===== src/rtl/fifo_rd_stream.sv =====
// ============================================================================
// Module   : fifo_rd_stream
// Purpose  : Drains a synchronous FIFO with 1-cycle read latency into a
//            valid/ready stream through a 2-entry skid buffer.
//            Optional statistics counters: FIFO_RD_STREAM_STATS_EN.
// Revision : 1.0 - initial release
// ============================================================================
`default_nettype none
`timescale 1ns/1ps

module fifo_rd_stream #(
    parameter int N     = 3,
    parameter int CNT_W = 16
) (
    input  logic             clk,
    input  logic             rst_n,
    input  logic             fifo_empty,
    output logic             fifo_re,
    input  logic [N-1:0]     fifo_out,
    output logic             m_valid,
    input  logic             m_ready,
    output logic [N-1:0]     m_data,
    output logic             busy
`ifdef FIFO_RD_STREAM_STATS_EN
    ,
    output logic [CNT_W-1:0] word_cnt,
    output logic [CNT_W-1:0] stall_cnt
`endif
);

    localparam logic [1:0] S0 = 2'd0;
    localparam logic [1:0] S1 = 2'd1;
    localparam logic [1:0] S2 = 2'd2;

    logic [1:0]   r_occ;
    logic         r_pend;
    logic [N-1:0] r_buf0;
    logic [N-1:0] r_buf1;
    logic         w_pop;
    logic [2:0]   w_fill;

    assign m_valid = (r_occ != S0);
    assign m_data  = r_buf0;
    assign busy    = r_pend || m_valid;
    assign w_pop   = m_valid && m_ready;

    // Occupancy after this cycle, counting the word already in flight.
    assign w_fill  = {1'b0, r_occ} + {2'b00, r_pend} - {2'b00, w_pop};

    // Gated by rst_n so the strobe is low throughout reset.
    assign fifo_re = rst_n && !fifo_empty && (w_fill < 3'd2);

    always_ff @(posedge clk or negedge rst_n) begin
        if (!rst_n) begin
            r_occ  <= S0;
            r_pend <= 1'b0;
            r_buf0 <= '0;
            r_buf1 <= '0;
        end else begin
            r_pend <= fifo_re;
            case ({r_pend, w_pop})
                2'b10: begin
                    case (r_occ)
                        S0: begin
                            r_buf0 <= fifo_out;
                            r_occ  <= S1;
                        end
                        S1: begin
                            r_buf1 <= fifo_out;
                            r_occ  <= S2;
                        end
                        default: ;
                    endcase
                end
                2'b01: begin
                    r_buf0 <= r_buf1;
                    r_occ  <= r_occ - 2'd1;
                end
                2'b11: begin
                    if (r_occ == S2) begin
                        r_buf0 <= r_buf1;
                        r_buf1 <= fifo_out;
                    end else begin
                        r_buf0 <= fifo_out;
                    end
                end
                default: ;
            endcase
        end
    end

    a_no_overflow: assert property (@(posedge clk) disable iff (!rst_n)
        !(r_pend && (r_occ == S2) && !w_pop));

`ifdef FIFO_RD_STREAM_STATS_EN
    always_ff @(posedge clk or negedge rst_n) begin
        if (!rst_n) begin
            word_cnt  <= '0;
            stall_cnt <= '0;
        end else begin
            if (w_pop)
                word_cnt <= word_cnt + 1'b1;
            if (m_valid && !m_ready)
                stall_cnt <= stall_cnt + 1'b1;
        end
    end
`else
    // Counter width only matters when statistics are built in.
    if (CNT_W < 1) begin : g_cnt_w_unused
    end
`endif

endmodule

`default_nettype wire

===== config.mk =====
export PLATFORM = sky130hd
export DESIGN_NAME = fifo_rd_stream
export DESIGN_NICKNAME = d
export VERILOG_FILES = /design/src/rtl/fifo_rd_stream.sv
export SDC_FILE = /design/constraint.sdc
export NUM_CORES = 1
export LEC_CHECK = 0
export CAP_MARGIN = 20
export CORE_MARGIN = 4
export CORE_UTILIZATION = 47
export CTS_CLUSTER_DIAMETER = 40
export CTS_CLUSTER_SIZE = 20
export DETAILED_ROUTE_END_ITERATION = 10
export HOLD_SLACK_MARGIN = 0.15
export PLACE_DENSITY = 0.74
export SETUP_SLACK_MARGIN = 0.3
export SLEW_MARGIN = 20
export SYNTH_ARGS = -nofsm -noshare
export SYNTH_HDL_FRONTEND = slang
export SYNTH_SLANG_ARGS = --single-unit

===== constraint.sdc =====
create_clock -name clk -period 3.9 [get_ports clk]
set_input_delay 0.585 -clock clk [delete_from_list [all_inputs] [get_ports clk]]
set_output_delay 0.585 -clock clk [all_outputs]
set_load 0.01 [all_outputs]

==> results of run 1 <==
-- worst max-delay path: cells and delay by family --
family / cells / cell delay (ns)
adder cells (fa/ha/maj): 2 / 0.72
XOR/XNOR: 1 / 0.15
buffers and inverters: 2 / 0.79
AND/OR/NAND/NOR: 3 / 0.49
-- power by group --
group / leakage, nW / internal, mW / switching (mW)
logic: 0.236 / 0.211 / 0.168
registers: 0.108 / 0.142 / 0.0448
clock network: 0.0150 / 0.0394 / 0.0320
total: 0.359 / 0.393 / 0.245
-- sequential cells by signal, indices dropped and copies added, names as in the netlist --
signal and cells:
m_data 3, r_pend 1, r_buf1 3, r_occ 2
-- layout make-up --
| cell class | instances | area [um2] |
|---|---|---|
| Timing Repair Buffer | 15 | 141 |
| Fill cell | 107 | 490 |
| Inverter | 4 | 15.0 |
| Tap cell | 15 | 18.8 |
| Sequential cell | 9 | 226 |
| Multi-Input combinational cell | 44 | 383 |
| Clock buffer | 4 | 26.3 |
-- metrics by stage --
step | total power [mW] | hold WS, ns
3_5_place_dp | 0.576 | 0.491
2_1_floorplan | 0.459 | 0.289
5_1_grt | 0.704 | 0.528
4_1_cts | 0.650 | 0.507
6_report | 0.638 | 0.507
3_3_place_gp | 0.565 | 0.483
-- path summary, 6_finish.rpt --
check / start / end / cells past startpoint
max in group asynchronous: rst_n / r_occ[1] / 2
max: m_ready / fifo_re / 8
min reg2reg: r_buf1[1] / r_buf1[1] / 1
min in group asynchronous: rst_n / r_buf1[1] / 2
min: r_buf1[1] / r_buf1[1] / 1
max reg2reg: r_occ[1] / r_pend / 8
-- cells by family after synthesis --
kind of cell,share of synthesized area [%]
multiplexers,12.8
AND/OR/NAND/NOR,22.2
flip-flops,34.5
adder cells (fa/ha/maj),10.7
AO/OA/AOI/OAI,11.5
buffers and inverters,6.90
XOR/XNOR,1.34
-- cell usage after synthesis --
cell type and n:
a221oi_1 2, a2bb2oi_1 1, a311oi_1 1, and2_2 1
and3b_1 1, and3b_2 1, buf_4 1, buf_6 2
dfrtp_1 9, fa_1 1, ha_1 4, inv_1 4
mux2_2 3, mux2i_1 5, nand2_1 1, nand2b_1 5
nand3_1 1, nor2_1 2, nor3_1 3, nor3b_1 1
nor3b_4 1, o21ai_0 2, o221ai_2 1, o22ai_1 1
o41ai_1 1, or2_2 2, or4_1 1, or4b_1 1
xor2_1 1
-- layer usage --
| layer | vias to the layer above | routed length, um | GRT usage (%) |
|---|---|---|---|
| met4 | 0 | 16 | 5.26 |
| met5 | - | 0 | 0 |
| met2 | 13 | 572 | 21.5 |
| li1 | 249 | - | - |
| met3 | 3 | 76 | 5.18 |
| met1 | 233 | 478 | 16.3 |
==> impl_metrics.csv, run 1 <==
group,metric,value,unit
synthesis,seq_area_frac_synth,34.5,%
global_routing,grt_pass1_wl,1950,um
clocking,cts_buffers,3,
floorplan,num_rows,13,
placed_design,port_buffers,12,
timing,finalCritPeriodShare,84.7,%
final_layout,drive_above_1_share,21.1,%
synthesis,synth_top_area_share,34.5,%
synthesis,syn-cell-area,653,um2
power,leakagePower,0.359,nW
clocking,cts_buffer_depth,2,
floorplan,die_y,45.3,um
worst_setup_path,r2r_slack,1.69,ns
synthesis,synth_cells,60,
synthesis,synth_cell_type_count,29,
clocking,clk_latency,0.26,ns
final_layout,final_common_cell,"clkdlybuf4s50_1",
clocking,h-tree-depth,1,
routing,wl_per_cell,12.6,um
floorplan,start_util,50.2,%
run,cap_violations,0,
worst_setup_path,startpoint_type,"input port",
worst_setup_path,required,3.31,ns
synthesis,synth_area_leader_cell,"dfrtp_1",
clocking,cts.sinks,9,
floorplan,die-area,2050,um2
final_layout,nets,89,
worst_setup_path,cp_max_fo,6,
timing,worstMarginPinSlew,0.442,ns
final_layout,instances_no_fill,91,
placed_design,place_congestion,0.769,
clocking,clkTransAtPathRegs,0.06,ns
timing,maxSlewViolCount,0,
routing,vias_per_cell,5.47,
global_routing,gr-usage-all-layers,13.5,%
timing,fin_crit,3.30,ns
synthesis,ys_top_cells_by_area,"dfrtp_1 34%, ha_1 7.7%, mux2i_1 7.7%, mux2_2 5.2%, nand2b_1 4.8%",
global_routing,antenna_found_initial,0,
final_layout,layout_common_cells,"11 x clkdlybuf4s50_1, 8 x dfrtp_1, 5 x nand2b_1, 5 x mux2i_1",
worst_setup_path,cp_common_cell,"nand2b_1",
synthesis,synth_seq_cells,9,
floorplan,die_w,45.3,um
synthesis,synth_warnings,0,
placed_design,place_hpwl,908,um
routing,drcViolationCount,0,
timing,setup_ws,0.597,ns
global_routing,grt_pass1_vias,446,
worst_setup_path,crit_chain,"clkdlybuf4s50_1 > nand2b_1 > ha_1 > nand2b_1 > fa_1 > xor2_1 > nor3_1 > dlygate4sd2_1",
power,peakVddDrop,0.000411,V
global_routing,gr-total-overflow,0,
global_routing,grt_max_degree,13,
placed_design,dp_cells,87,
timing,slew_headroom,70.5,%
routing,wl,1140,um
placed_design,dp_slack,0.302,ns
worst_setup_path,critPathArrivalTime,2.72,ns
clocking,cts-root-buf,"clkbuf_4",
synthesis,syn_area_per_cell,10.9,um2
min_path,worstHoldPathType,"reg2reg",
final_layout,syn_to_final_growth,24.1,%
final_layout,diodes,0,
worst_setup_path,slowest_delay,0.49,ns
worst_setup_path,criticalPathCategory,"in2out",
routing,final_antenna_net_count,0,
timing,skew,0.00339,ns
final_layout,finish.utilization,62.3,%
clocking,cts_setup_buffers,0,
timing,setup_violations,0,
clocking,cts_resized,2,
routing,route.vias.total,498,
routing,dr.pass1.iters,2,
run_status,status,"complete, no violations",
power,power_density,786,nW/um2
worst_setup_path,endpoint_kind,"output pin",
timing,hold_viol_final,0,
final_layout,final_area,811,um2
placed_design,placed_cell_area,785,um2
clocking,ctsHoldBuffers,0,
routing,drt_iter0_drc,1,
worst_setup_path,slowest_stage,"clkdlybuf4s50_1",
synthesis,syn-num-nets,72,
clocking,cts_tree,"yes",
timing,timing.fmax,0.303,GHz
floorplan,coreArea,1300,um2
timing,rsz0062_at_grt,"no",
timing,final.setup.tns,0,ns
floorplan,ios,13,
No activity file was read; power rests on OpenSTA's default activity.
==> run 2, diff against run 1 <==
==> constraint.sdc (replaced) <==
create_clock -name clk -period 3.2 [get_ports clk]
set_input_delay 0.48 -clock clk [delete_from_list [all_inputs] [get_ports clk]]
set_output_delay 0.48 -clock clk [all_outputs]
set_load 0.01 [all_outputs]
==> run 2 against run 1 <==
Register-to-register slack worse by 0.44 ns. First-iteration DRC count rose to 6.0 times the previous value. Clock skew grew 0.0044 ns. Non-clock buffer count is 6 higher. Combinational power is 50% higher. Wire length grew 9.8%.
==> impl_metrics.csv, run 2 (same netlist as run 1, synthesis figures left out) <==
group,metric,value,unit
run_status,status,"complete, no violations",
worst_setup_path,endpoint_kind,"output pin",
global_routing,gr-usage-all-layers,14.5,%
final_layout,drive_above_1_share,31.7,%
clocking,clkTransAtPathRegs,0.07,ns
power,leakagePower,0.408,nW
routing,drt_iter0_drc,6,
global_routing,antenna_found_initial,0,
worst_setup_path,slowest_stage,"fa_1",
routing,route.vias.total,526,
worst_setup_path,slowest_delay,0.47,ns
global_routing,grt_max_degree,13,
floorplan,coreArea,1300,um2
timing,worstMarginPinSlew,0.425,ns
final_layout,diodes,0,
worst_setup_path,r2r-end,"r_pend",
worst_setup_path,critPathLaunch,"r_occ[0]",
final_layout,layout_common_cells,"10 x clkdlybuf4s50_1, 9 x dfrtp_1, 9 x buf_4",
clocking,cts_buffers,3,
worst_setup_path,cp_common_cell,"nand2b_4",
routing,wl,1260,um
routing,drcViolationCount,0,
global_routing,gr-total-overflow,0,
worst_setup_path,startpoint_type,"flop",
run,cap_violations,0,
routing,vias_per_cell,5.42,
placed_design,port_buffers,12,
floorplan,die_y,45.3,um
timing,rsz0062_at_grt,"no",
power,power_density,974,nW/um2
routing,wl_per_cell,12.9,um
worst_setup_path,critPathArrivalTime,2.28,ns
worst_setup_path,cp_max_fo,2,
worst_setup_path,r2r_slack,1.25,ns
global_routing,grt_pass1_wl,2170,um
floorplan,num_rows,13,
power,pwr-share-clk,10.2,%
placed_design,place_congestion,0.774,
worst_setup_path,r2r_cells,8,
power,p_int,537,uW
final_layout,syn_to_final_growth,35.6,%
worst_setup_path,required,2.72,ns
timing,skew,0.00777,ns
timing,hold_slack,0.504,ns
timing,timing.fmax,0.363,GHz
timing,hold_viol_final,0,
final_layout,final_common_cell,"clkdlybuf4s50_1",
final_layout,instances_no_fill,97,
clocking,clk_latency,0.26,ns
power,p_switching,326,uW
clocking,h-tree-depth,1,
routing,final_antenna_net_count,0,
final_layout,nets,95,
clocking,cts-root-buf,"clkbuf_4",
clocking,cts_tree,"yes",
floorplan,die-area,2050,um2
floorplan,ios,13,
floorplan,start_util,50.2,%
timing,slew_headroom,71.6,%
power,pwr-share-comb,66.1,%
placed_design,dp_cells,91,
power,switching_share,37.8,%
power,pwr-share-seq,23.7,%
power,peakVddDrop,0.000476,V
timing,setup_violations,0,
floorplan,die_w,45.3,um
timing,finalCritPeriodShare,86.2,%
worst_setup_path,criticalPathCategory,"reg2out",
clocking,cts_buffer_depth,2,
timing,maxSlewViolCount,0,
timing,fin_crit,2.76,ns
placed_design,place_hpwl,924,um
global_routing,grt_pass1_vias,517,
routing,dr.pass1.iters,3,
power,fin_total_pwr,863,uW
worst_setup_path,timing.rr.start,"r_occ[0]",
min_path,worstHoldPathType,"in2async",
clocking,cts.sinks,9,
worst_setup_path,crit_chain,"inv_1 > ha_1 > nand2b_4 > ha_4 > nand2b_4 > fa_1 > nand2_1 > nor3_2 > buf_2",
clocking,ctsHoldBuffers,0,
-- run 2: power by group through the flow --
stage | Sequential, mW | Clock (mW) | Combinational (mW)
2_1_floorplan | 0.218 | 0 | 0.341
3_3_place_gp | 0.206 | 0 | 0.509
3_5_place_dp | 0.208 | 0 | 0.519
4_1_cts | 0.202 | 0.0901 | 0.539
5_1_grt | 0.213 | 0.0979 | 0.635
6_report | 0.205 | 0.0876 | 0.570
-- run 2: worst max-delay path by stage --
| stage | to | slack (ns) | cells past startpoint |
|---|---|---|---|
| final | fifo_re | 0.44 | 9 |
| after global routing | fifo_re | 0.31 | 9 |
| after CTS | fifo_re | 0.32 | 8 |
| after detailed placement | fifo_re | -0.16 | 8 |
| after global placement | fifo_re | -0.08 | 8 |
| after floorplan | fifo_re | 0.48 | 8 |
-- run 2: layout make-up --
type                            instances  area (um2)
Multi-Input combinational cell         44         415
Fill cell                             104         415
Sequential cell                         9         225
Timing Repair Buffer                   21         185
Clock buffer                            4        26.3
Tap cell                               15        18.8
Inverter                                4        15.0
-- run 2: metal layers --
metal	wire length, um	part of all wire [%]	GRT usage [%]
met1	568	45	18.2
met2	637	51	24.9
met3	49	3.9	1.20
met4	0	0	7.02
met5	0	0	0
-- run 2: worst max-delay path, delay by kind of cell (launching register included) --
family / cells / cell delay, ns
buffers and inverters: 2 / 0.22
adders and majority gates: 3 / 0.91
DFF: 1 / 0.35
and+or+nand+nor: 4 / 0.53
-- run 2: timing repair --
| item | 4_1_cts | 5_1_grt |
|---|---|---|
| buffers inserted | 1 | 1 |
| gates resized for setup | 5 | 4 |
| endpoints found under the setup margin | 1 | 1 |
| hold endpoints to repair | 0 | 0 |
| pin swaps | 0 | 2 |
-- run 2: metrics by stage --
step / utilization, % / TNS [ns] / cell area (um2) / setup slack (ns)
2_1_floorplan: - / 0 / 653 / 0.483
3_3_place_gp: 62.6 / -0.0815 / 815 / -0.0815
3_5_place_dp: 62.6 / -0.165 / 815 / -0.165
4_1_cts: 65.2 / 0 / 848 / 0.318
5_1_grt: 68.1 / 0 / 886 / 0.310
6_report: 68.1 / 0 / 886 / 0.442
==> run 3, diff against run 2 <==
--- a/config.mk
+++ b/config.mk
@@ -8,11 +8,12 @@
 export CAP_MARGIN = 20
 export CORE_MARGIN = 4
 export CORE_UTILIZATION = 47
-export CTS_CLUSTER_DIAMETER = 40
+export CTS_CLUSTER_DIAMETER = 200
 export CTS_CLUSTER_SIZE = 20
 export DETAILED_ROUTE_END_ITERATION = 10
 export HOLD_SLACK_MARGIN = 0.15
 export PLACE_DENSITY = 0.74
+export RECOVER_POWER = 100
 export SETUP_SLACK_MARGIN = 0.3
 export SLEW_MARGIN = 20
 export SYNTH_ARGS = -nofsm -noshare
==> run 3 against run 2 <==
Die area unchanged. Register-to-register slack got worse by 0.11 ns. Clock-buffer cell count unchanged. Largest power group unchanged. Via count did not move. Sequential power barely moved. Wire length is 0.24% higher. Core utilization shrank 2.5 points. Flip-flop and latch count is the same. Global-route usage is the same. Cell area shrank 3.7%.
==> impl_metrics.csv, run 3 (same netlist as run 1, synthesis figures left out) <==
group,metric,value,unit
run_status,status,"complete, no violations",
power,p_int,502,uW
routing,wl,1260,um
global_routing,grt_max_degree,13,
clocking,cts-root-buf,"clkbuf_4",
final_layout,syn_to_final_growth,30.7,%
placed_design,place_congestion,0.774,
final_layout,instances_no_fill,97,
placed_design,placed_cell_area,815,um2
routing,route.vias.total,526,
worst_setup_path,timing.rr.start,"r_occ[0]",
timing,slew_headroom,62.7,%
global_routing,grt_pass1_wl,2170,um
run,cap_violations,0,
power,switching_share,38.8,%
worst_setup_path,criticalPathCategory,"reg2out",
floorplan,die_y,45.3,um
power,pwr-share-comb,64.6,%
global_routing,gr-usage-all-layers,14.5,%
placed_design,dp_cells,91,
min_path,worstHoldPathType,"reg2reg",
timing,timing.fmax,0.346,GHz
power,peakVddDrop,0.000468,V
power,power_density,962,nW/um2
worst_setup_path,endpoint_kind,"output pin",
floorplan,start_util,50.2,%
routing,drcViolationCount,0,
timing,maxSlewViolCount,0,
final_layout,finish.utilization,65.6,%
clocking,cts_buffers,3,
final_layout,nets,95,
power,pwr-share-seq,24.6,%
min_path,hold_path_startpoint,"r_buf1[1]",
floorplan,num_rows,13,
final_layout,drive_above_1_share,25.6,%
floorplan,die-area,2050,um2
clocking,clkTransAtPathRegs,0.07,ns
worst_setup_path,startpoint_type,"flop",
routing,wl_per_cell,13.0,um
floorplan,coreArea,1300,um2
power,p_switching,318,uW
power,pwr-share-clk,10.8,%
worst_setup_path,critPathArrivalTime,2.41,ns
routing,drt_iter0_drc,5,
placed_design,port_buffers,12,
final_layout,layout_common_cells,"9 x dfrtp_1, 6 x dlygate4sd3_1, 6 x buf_4",
clocking,cts.sinks,9,
global_routing,gr-total-overflow,0,
routing,final_antenna_net_count,0,
worst_setup_path,cp_max_fo,2,
floorplan,ios,13,
timing,hold_viol_final,0,
worst_setup_path,r2r_cells,8,
timing,worstMarginPinSlew,0.559,ns
timing,skew,0.00897,ns
timing,rsz0062_at_grt,"no",
power,leakagePower,0.389,nW
global_routing,grt_pass1_vias,517,
worst_setup_path,r2r_slack,1.14,ns
final_layout,final_area,853,um2
timing,hold_slack,0.512,ns
placed_design,place_hpwl,924,um
global_routing,antenna_found_initial,0,
clocking,h-tree-depth,1,
min_path,min_to,"r_buf1[1]",
timing,finalCritPeriodShare,90.3,%
worst_setup_path,r2r-end,"r_pend",
clocking,cts_tree,"yes",
timing,setup_violations,0,
final_layout,final_common_cell,"dfrtp_1",
worst_setup_path,required,2.72,ns
routing,dr.pass1.iters,2,
min_path,holdPathStages,1,
timing,fin_crit,2.89,ns
routing,vias_per_cell,5.42,
final_layout,diodes,0,
clocking,cts_buffer_depth,2,
floorplan,die_w,45.3,um
clocking,clk_latency,0.26,ns
timing,final.setup.tns,0,ns
## run 3: worst max-delay path by stage
stage	from	to
5_1_grt	r_occ[1]	fifo_re
3_3_place_gp	m_ready	fifo_re
3_5_place_dp	m_ready	fifo_re
2_1_floorplan	r_occ[1]	fifo_re
4_1_cts	m_ready	fifo_re
6_report	r_occ[0]	fifo_re
## run 3: power groups by stage
| stage | clock [mW] | sequential, mW | combinational [mW] |
|---|---|---|---|
| final | 0.0889 | 0.202 | 0.530 |
| after global routing | 0.0979 | 0.210 | 0.593 |
| after CTS | 0.0901 | 0.202 | 0.539 |
| after detailed placement | 0 | 0.208 | 0.519 |
| after global placement | 0 | 0.206 | 0.509 |
| after floorplan | 0 | 0.218 | 0.341 |
## run 3: worst max-delay path, stage by stage (launching register included)
cell	delay, ns
dfrtp_1	0.35
inv_1	0.06
ha_1	0.20
nand2b_1	0.17
ha_2	0.29
nand2b_4	0.14
fa_1	0.47
nand2_1	0.06
nor3_2	0.21
clkbuf_1	0.19
## run 3: final cells by class
class	instances	area [um2]
clock buffer	4	26.3
inverter	4	15.0
tap	15	18.8
fill	106	448
multi-input combinational	44	392
sequential	9	225
timing repair buffer	21	176
## run 3: metal layers
layer  global-route usage [%]  vias up  wire length (um)
li1                         -      262                 -
met1                     18.2      254               568
met2                     24.9       10               639
met3                     1.20        0                51
met4                     7.02        0                 0
met5                        0        -                 0
## run 3: per-stage QoR
stage                     power [mW]  setup WS [ns]
after floorplan                0.559          0.483
after global placement         0.715        -0.0815
after detailed placement       0.727         -0.165
after CTS                      0.832          0.318
after global routing           0.901          0.175
final                          0.820          0.310
## run 3: what timing repair did
item | CTS | global route
pin swaps | 0 | 2
gates resized for setup | 5 | 4
setup endpoints to repair | 1 | 1
hold buffers | 0 | 0
buffers inserted | 1 | 1
gates cloned | 0 | 0
==> RTL edit 1 (flow settings as in run 1) <==
The option `FIFO_RD_STREAM_STATS_EN` is turned on by a define.
--- a/src/rtl/fifo_rd_stream.sv
+++ b/src/rtl/fifo_rd_stream.sv
@@ -7,6 +7,8 @@
 // ============================================================================
 `default_nettype none
 `timescale 1ns/1ps
+
+`define FIFO_RD_STREAM_STATS_EN
 
 module fifo_rd_stream #(
     parameter int N     = 3,
Formal check against the unedited RTL (old outputs only; new: stall_cnt and word_cnt): equivalent (Yosys induction, for registers that start in step).
==> RTL edit 1 against run 1 <==
Combinational power is 81% higher; cell area grew to 3.3 times the old value; worst setup slack worse by 0.0064 ns; hold slack worse by 0.088 ns; clock power grew to 4.5 times the old value; sequential cell count is 32 higher; synthesized area grew to 3.1 times the old value; first-iteration DRC count grew to 84 times the old value; routed wire length grew to 3.4 times the old value; power grew to 2.6 times the old value; highest routed layer unchanged.
==> RTL edit 1: results (changes against run 1) <==
Route
  – Initial DRT Pass Iterations: 4 (+2)
  – Total detailed-routing wirelength: 3919 µm (+240%)
  – Starting DRC count in detailed routing: 84 (+83)

Clock tree
  – Deepest level of the CTS H-tree: 2 (+1)
  – Clock tree root buffer cell: sky130_fd_sc_hd__clkbuf_8
  – CTS clk-pin slew, worst paths: 0.08 ns (+0.02 ns)
  – Clock latency at the later pin of the worst-skew pair: 0.29 ns (+0.03 ns)

GRT
  – Number of global-route vias before repair: 1447 (+220%)
  – Met3 Resource Use GR: 4.595% (-0.58 points)
  – Global-route wire length before repair: 6762 µm (+250%)
  – Maximum number of pins on one net before global-route repair: 42 (+29)

STA
  – Largest clock skew in the final design: 0.006083 ns (+0.002692 ns)
  – Slew at the pin closest to its max-slew limit: 0.5046 ns (+0.06247 ns)

Finish
  – Number of nets at the end of the flow: 255 (+190%)
  – Number of fill cells: 353 (+230%)

Synthesis
  – Post-synthesis sequential area ratio: 49.88% (+15 points)
  – Commonest cells post-synth: sky130_fd_sc_hd__dfrtp_1 (41), sky130_fd_sc_hd__xnor2_1 (18), sky130_fd_sc_hd__nand2_1 (17)
  – Count of distinct cell types in the synthesized netlist: 35 (+21%)

Placed design
  – Estimated wirelength of the detail-placed design: 2912 µm (+220%)
  – Count of buffers from port buffering: 44 (+32)
  – Weighted congestion at the end of routability-driven global placement: 0.8067 (+4.9%)

Worst hold path
  – Type of the tightest min-delay check: in2async

Status
  – Status: complete, no violations

Power and ir drop
  – Leak: 1.207 nW (+240%)
  – Highest ir drop seen on vdd: 392.6 µV (-4.4%)
## RTL edit 1: cell families after synthesis
| kind of cell | count (synthesis) | synth area share, % |
|---|---|---|
| multiplexers | 5 | 2.615 |
| XOR/XNOR | 31 | 13.56 |
| flip-flops | 41 | 49.88 |
| AO/OA/AOI/OAI | 23 | 6.630 |
| AND/OR/NAND/NOR | 63 | 17.88 |
| buffers and inverters | 14 | 2.981 |
| adder cells (fa/ha/maj) | 10 | 6.448 |
## RTL edit 1: stage by stage
stage                     cell area [µm²]  setup slack [ns]  power, mW  instances  util (%)
after floorplan                      2057            0.8485      1.065        187         -
after global placement               2561            0.3011      1.338        281     62.24
after detailed placement             2561            0.2952      1.353        281     62.24
after CTS                            2664            0.5628      1.686        288     64.73
after global routing                 2664            0.4282      1.795        288     64.73
final                                2664            0.5907      1.667        288     64.73
## RTL edit 1: cell type report
type | instances | area, µm² | share of cell area (%)
Inverter | 10 | 37.54 | 1.409
Timing Repair Buffer | 48 | 464.2 | 17.43
Sequential cell | 41 | 1026 | 38.52
Multi-Input combinational cell | 132 | 969.7 | 36.40
Clock buffer | 5 | 68.82 | 2.583
Clock inverter | 2 | 35.03 | 1.315
Tap cell | 50 | 62.56 | 2.349
## RTL edit 1: path summary, 6_finish.rpt
check / to / slack (ns) / cells past startpoint
setup / recovery: fifo_re / 0.59 / 8
hold / removal: stall_cnt[9] / 0.42 / 2
setup reg to reg: r_pend / 1.70 / 8
hold reg to reg: stall_cnt[15] / 0.46 / 1
max in group asynchronous: word_cnt[1] / 3.13 / 2
min in group clk: stall_cnt[15] / 0.46 / 1
## RTL edit 1: per-layer routing
metal  vias up  wire (µm)
li1        747          -
met1       686       1797
met2        30       1881
met3         4        190
met4         0         48
met5         -          0
## RTL edit 1: power groups by stage
stage	clock network, mW	registers [mW]	logic, mW
after floorplan	0	0.679	0.386
after global placement	0	0.664	0.674
after detailed placement	0	0.668	0.686
after CTS	0.333	0.660	0.693
after global routing	0.352	0.679	0.764
final	0.322	0.660	0.686
## RTL edit 1: worst register-to-register path, delay by kind of cell, from the launching register on
kind | cells | cell delay (ns)
adders and majority gates | 3 | 0.85
DFF | 1 | 0.45
and+or+nand+nor | 3 | 0.52
buffers and inverters | 1 | 0.12
xor gates and xnor gates | 1 | 0.15
## RTL edit 1: what timing repair did
item                       CTS  global route
hold buffers                 0             0
resized for setup            1             0
setup endpoints to repair    1             0
==> RTL edit 2 (settings of run 1) <==
Made on the original files. The parameter `N` goes from 3 to 6.
--- a/src/rtl/fifo_rd_stream.sv
+++ b/src/rtl/fifo_rd_stream.sv
@@ -9,7 +9,7 @@
 `timescale 1ns/1ps
 
 module fifo_rd_stream #(
-    parameter int N     = 3,
+    parameter int N     = 6,
     parameter int CNT_W = 16
 ) (
     input  logic             clk,
Ports: changed (resized fifo_out and m_data); port bits go from 13 to 19. The function was not compared with the original's and may differ.
==> RTL edit 2 against run 1 <==
Routed wire length rose by 36%; sequential cell count is 6 higher; worst setup slack worse by 0.070 ns; power rose by 28%; die area rose by 21%; sequential share of layout area up 7.8 points; clock power grew 29%; first-iteration DRC count rose to 3.0 times the old value; cell area up 30%; register-to-register slack worse by 0.08 ns; synthesized area rose by 26%; maximum frequency is 2.1% lower; critical path type is now reg2out.
==> RTL edit 2: results (changes against run 1) <==
Placed design
  – Placed cell area: 1023 µm² (+30%)
  – Estimated wirelength of the detail-placed design: 1218 µm (+34%)
  – Weighted congestion at the end of routability-driven global placement: 0.6997 (-9.0%)
  – Count of buffers from port buffering: 18 (+6)

Synthesis
  – Count of distinct cell types in the synthesized netlist: 22 (-24%)
  – Commonest cells post-synth: sky130_fd_sc_hd__dfrtp_1 (15), sky130_fd_sc_hd__nand2_1 (8), sky130_fd_sc_hd__ha_1 (7)
  – Net Count, Synth: 91 (+26%)
  – Post-synthesis sequential area ratio: 45.73% (+11 points)

Finish
  – Number of fill cells: 140 (+31%)
  – Proportion of layout cells with a drive suffix above 1: 16.84% (-4.2 points)
  – Number of nets at the end of the flow: 114 (+28%)

Critical path
  – Highest net fanout along the worst path: 5 (-1)
  – Data arrival time of the critical path: 2.79 ns (+0.07 ns)
  – Longest individual stage delay on the worst path: 0.43 ns (-0.06 ns)
  – Family with the most delay on the worst path: adder cells
  – CP max stage cell: sky130_fd_sc_hd__dfrtp_1

Route
  – Met3 wire length: 70 µm (-7.9%)
  – Met2 layer wire length in the routed design: 681 µm (+19%)
  – Total routed wire length on the met1 layer: 779 µm (+63%)
  – Starting DRC count in detailed routing: 3 (+2)
  – Total detailed-routing wirelength: 1558 µm (+36%)
  – Count of vias placed by the detailed router: 577 (+16%)
  – Initial DRT Pass Iterations: 4 (+2)

Power and ir drop
  – Highest ir drop seen on vdd: 378.1 µV (-7.9%)
  – Seq pwr: 0.283 mW (+51%)
  – Switch Pwr: 0.3143 mW (+28%)

GRT
  – Global-route wire length before repair: 2463 µm (+27%)
  – Maximum number of pins on one net before global-route repair: 17 (+4)
  – M2 GR Usage: 18.72% (-2.7 points)
  – Met1 usage in global routing: 18.82% (+2.6 points)
  – Met3 Resource Use GR: 2.410% (-2.8 points)
  – Gr usage total: 13.18% (-0.28 points)
  – Number of global-route vias before repair: 543 (+22%)

Status
  – Status: complete, no violations

Worst hold path
  – Hold Path Depth: 2 (+1)

STA
  – Slew headroom: 49.91% (-21 points)
  – Largest clock skew in the final design: 0.001434 ns (-0.001958 ns)

Clock tree
  – Clock latency at the later pin of the worst-skew pair: 0.29 ns (+0.03 ns)
  – CTS clk-pin slew, worst paths: 0.09 ns (+0.03 ns)
RTL edit 2: cell types whose count changed after synthesis, moves of 4 or more:
| cell | delta |
|---|---|
| sky130_fd_sc_hd__a22oi_1 | +6 |
| sky130_fd_sc_hd__dfrtp_1 | +6 |
| sky130_fd_sc_hd__nand2_1 | +7 |
| sky130_fd_sc_hd__nand2b_1 | -4 |
| sky130_fd_sc_hd__o21ai_0 | +4 |
RTL edit 2: final timing paths:
path                       startpoint        end  slack, ns
max reg2reg                  r_occ[0]     r_pend       1.61
max                          r_occ[0]    fifo_re       0.53
min                         m_data[0]  m_data[0]       0.49
min in group asynchronous       rst_n  m_data[5]       0.61
min reg2reg                 m_data[0]  m_data[0]       0.49
max in group asynchronous       rst_n   r_occ[1]       3.10
RTL edit 2: area by class of cell:
| cell class | count | share of cell area, % |
|---|---|---|
| well taps | 16 | 1.900 |
| clock buffers | 3 | 2.138 |
| flip-flops and latches | 15 | 35.75 |
| multi-input cells | 51 | 39.90 |
| inverters | 6 | 2.138 |
| clock inverters | 1 | 0.4751 |
| repair buffers | 19 | 17.70 |
RTL edit 2: through the flow:
stage	std cells	hold slack, ns	power (mW)	worst slack, ns	utilization (%)
after floorplan	73	0.2894	0.5690	1.058	-
after global placement	107	0.4609	0.7156	0.2288	64.92
after detailed placement	107	0.4696	0.7302	0.1877	64.92
after CTS	111	0.4913	0.8215	0.5316	66.83
after global routing	111	0.5202	0.8820	0.3411	66.83
final	111	0.4859	0.8148	0.5270	66.83
RTL edit 2: cells by family (layout without fill, tap and decap cells):
family          count (synthesis)  count (layout)  synth area share (%)
xor+xnor                        1               1                 1.067
flops                          15              15                 45.73
compound gates                 17              17                 14.63
mux                            10              10                 13.72
buf+inv                         7              29                 3.353
fa+ha+maj                       8               8                 13.11
simple gates                   15              15                 8.386
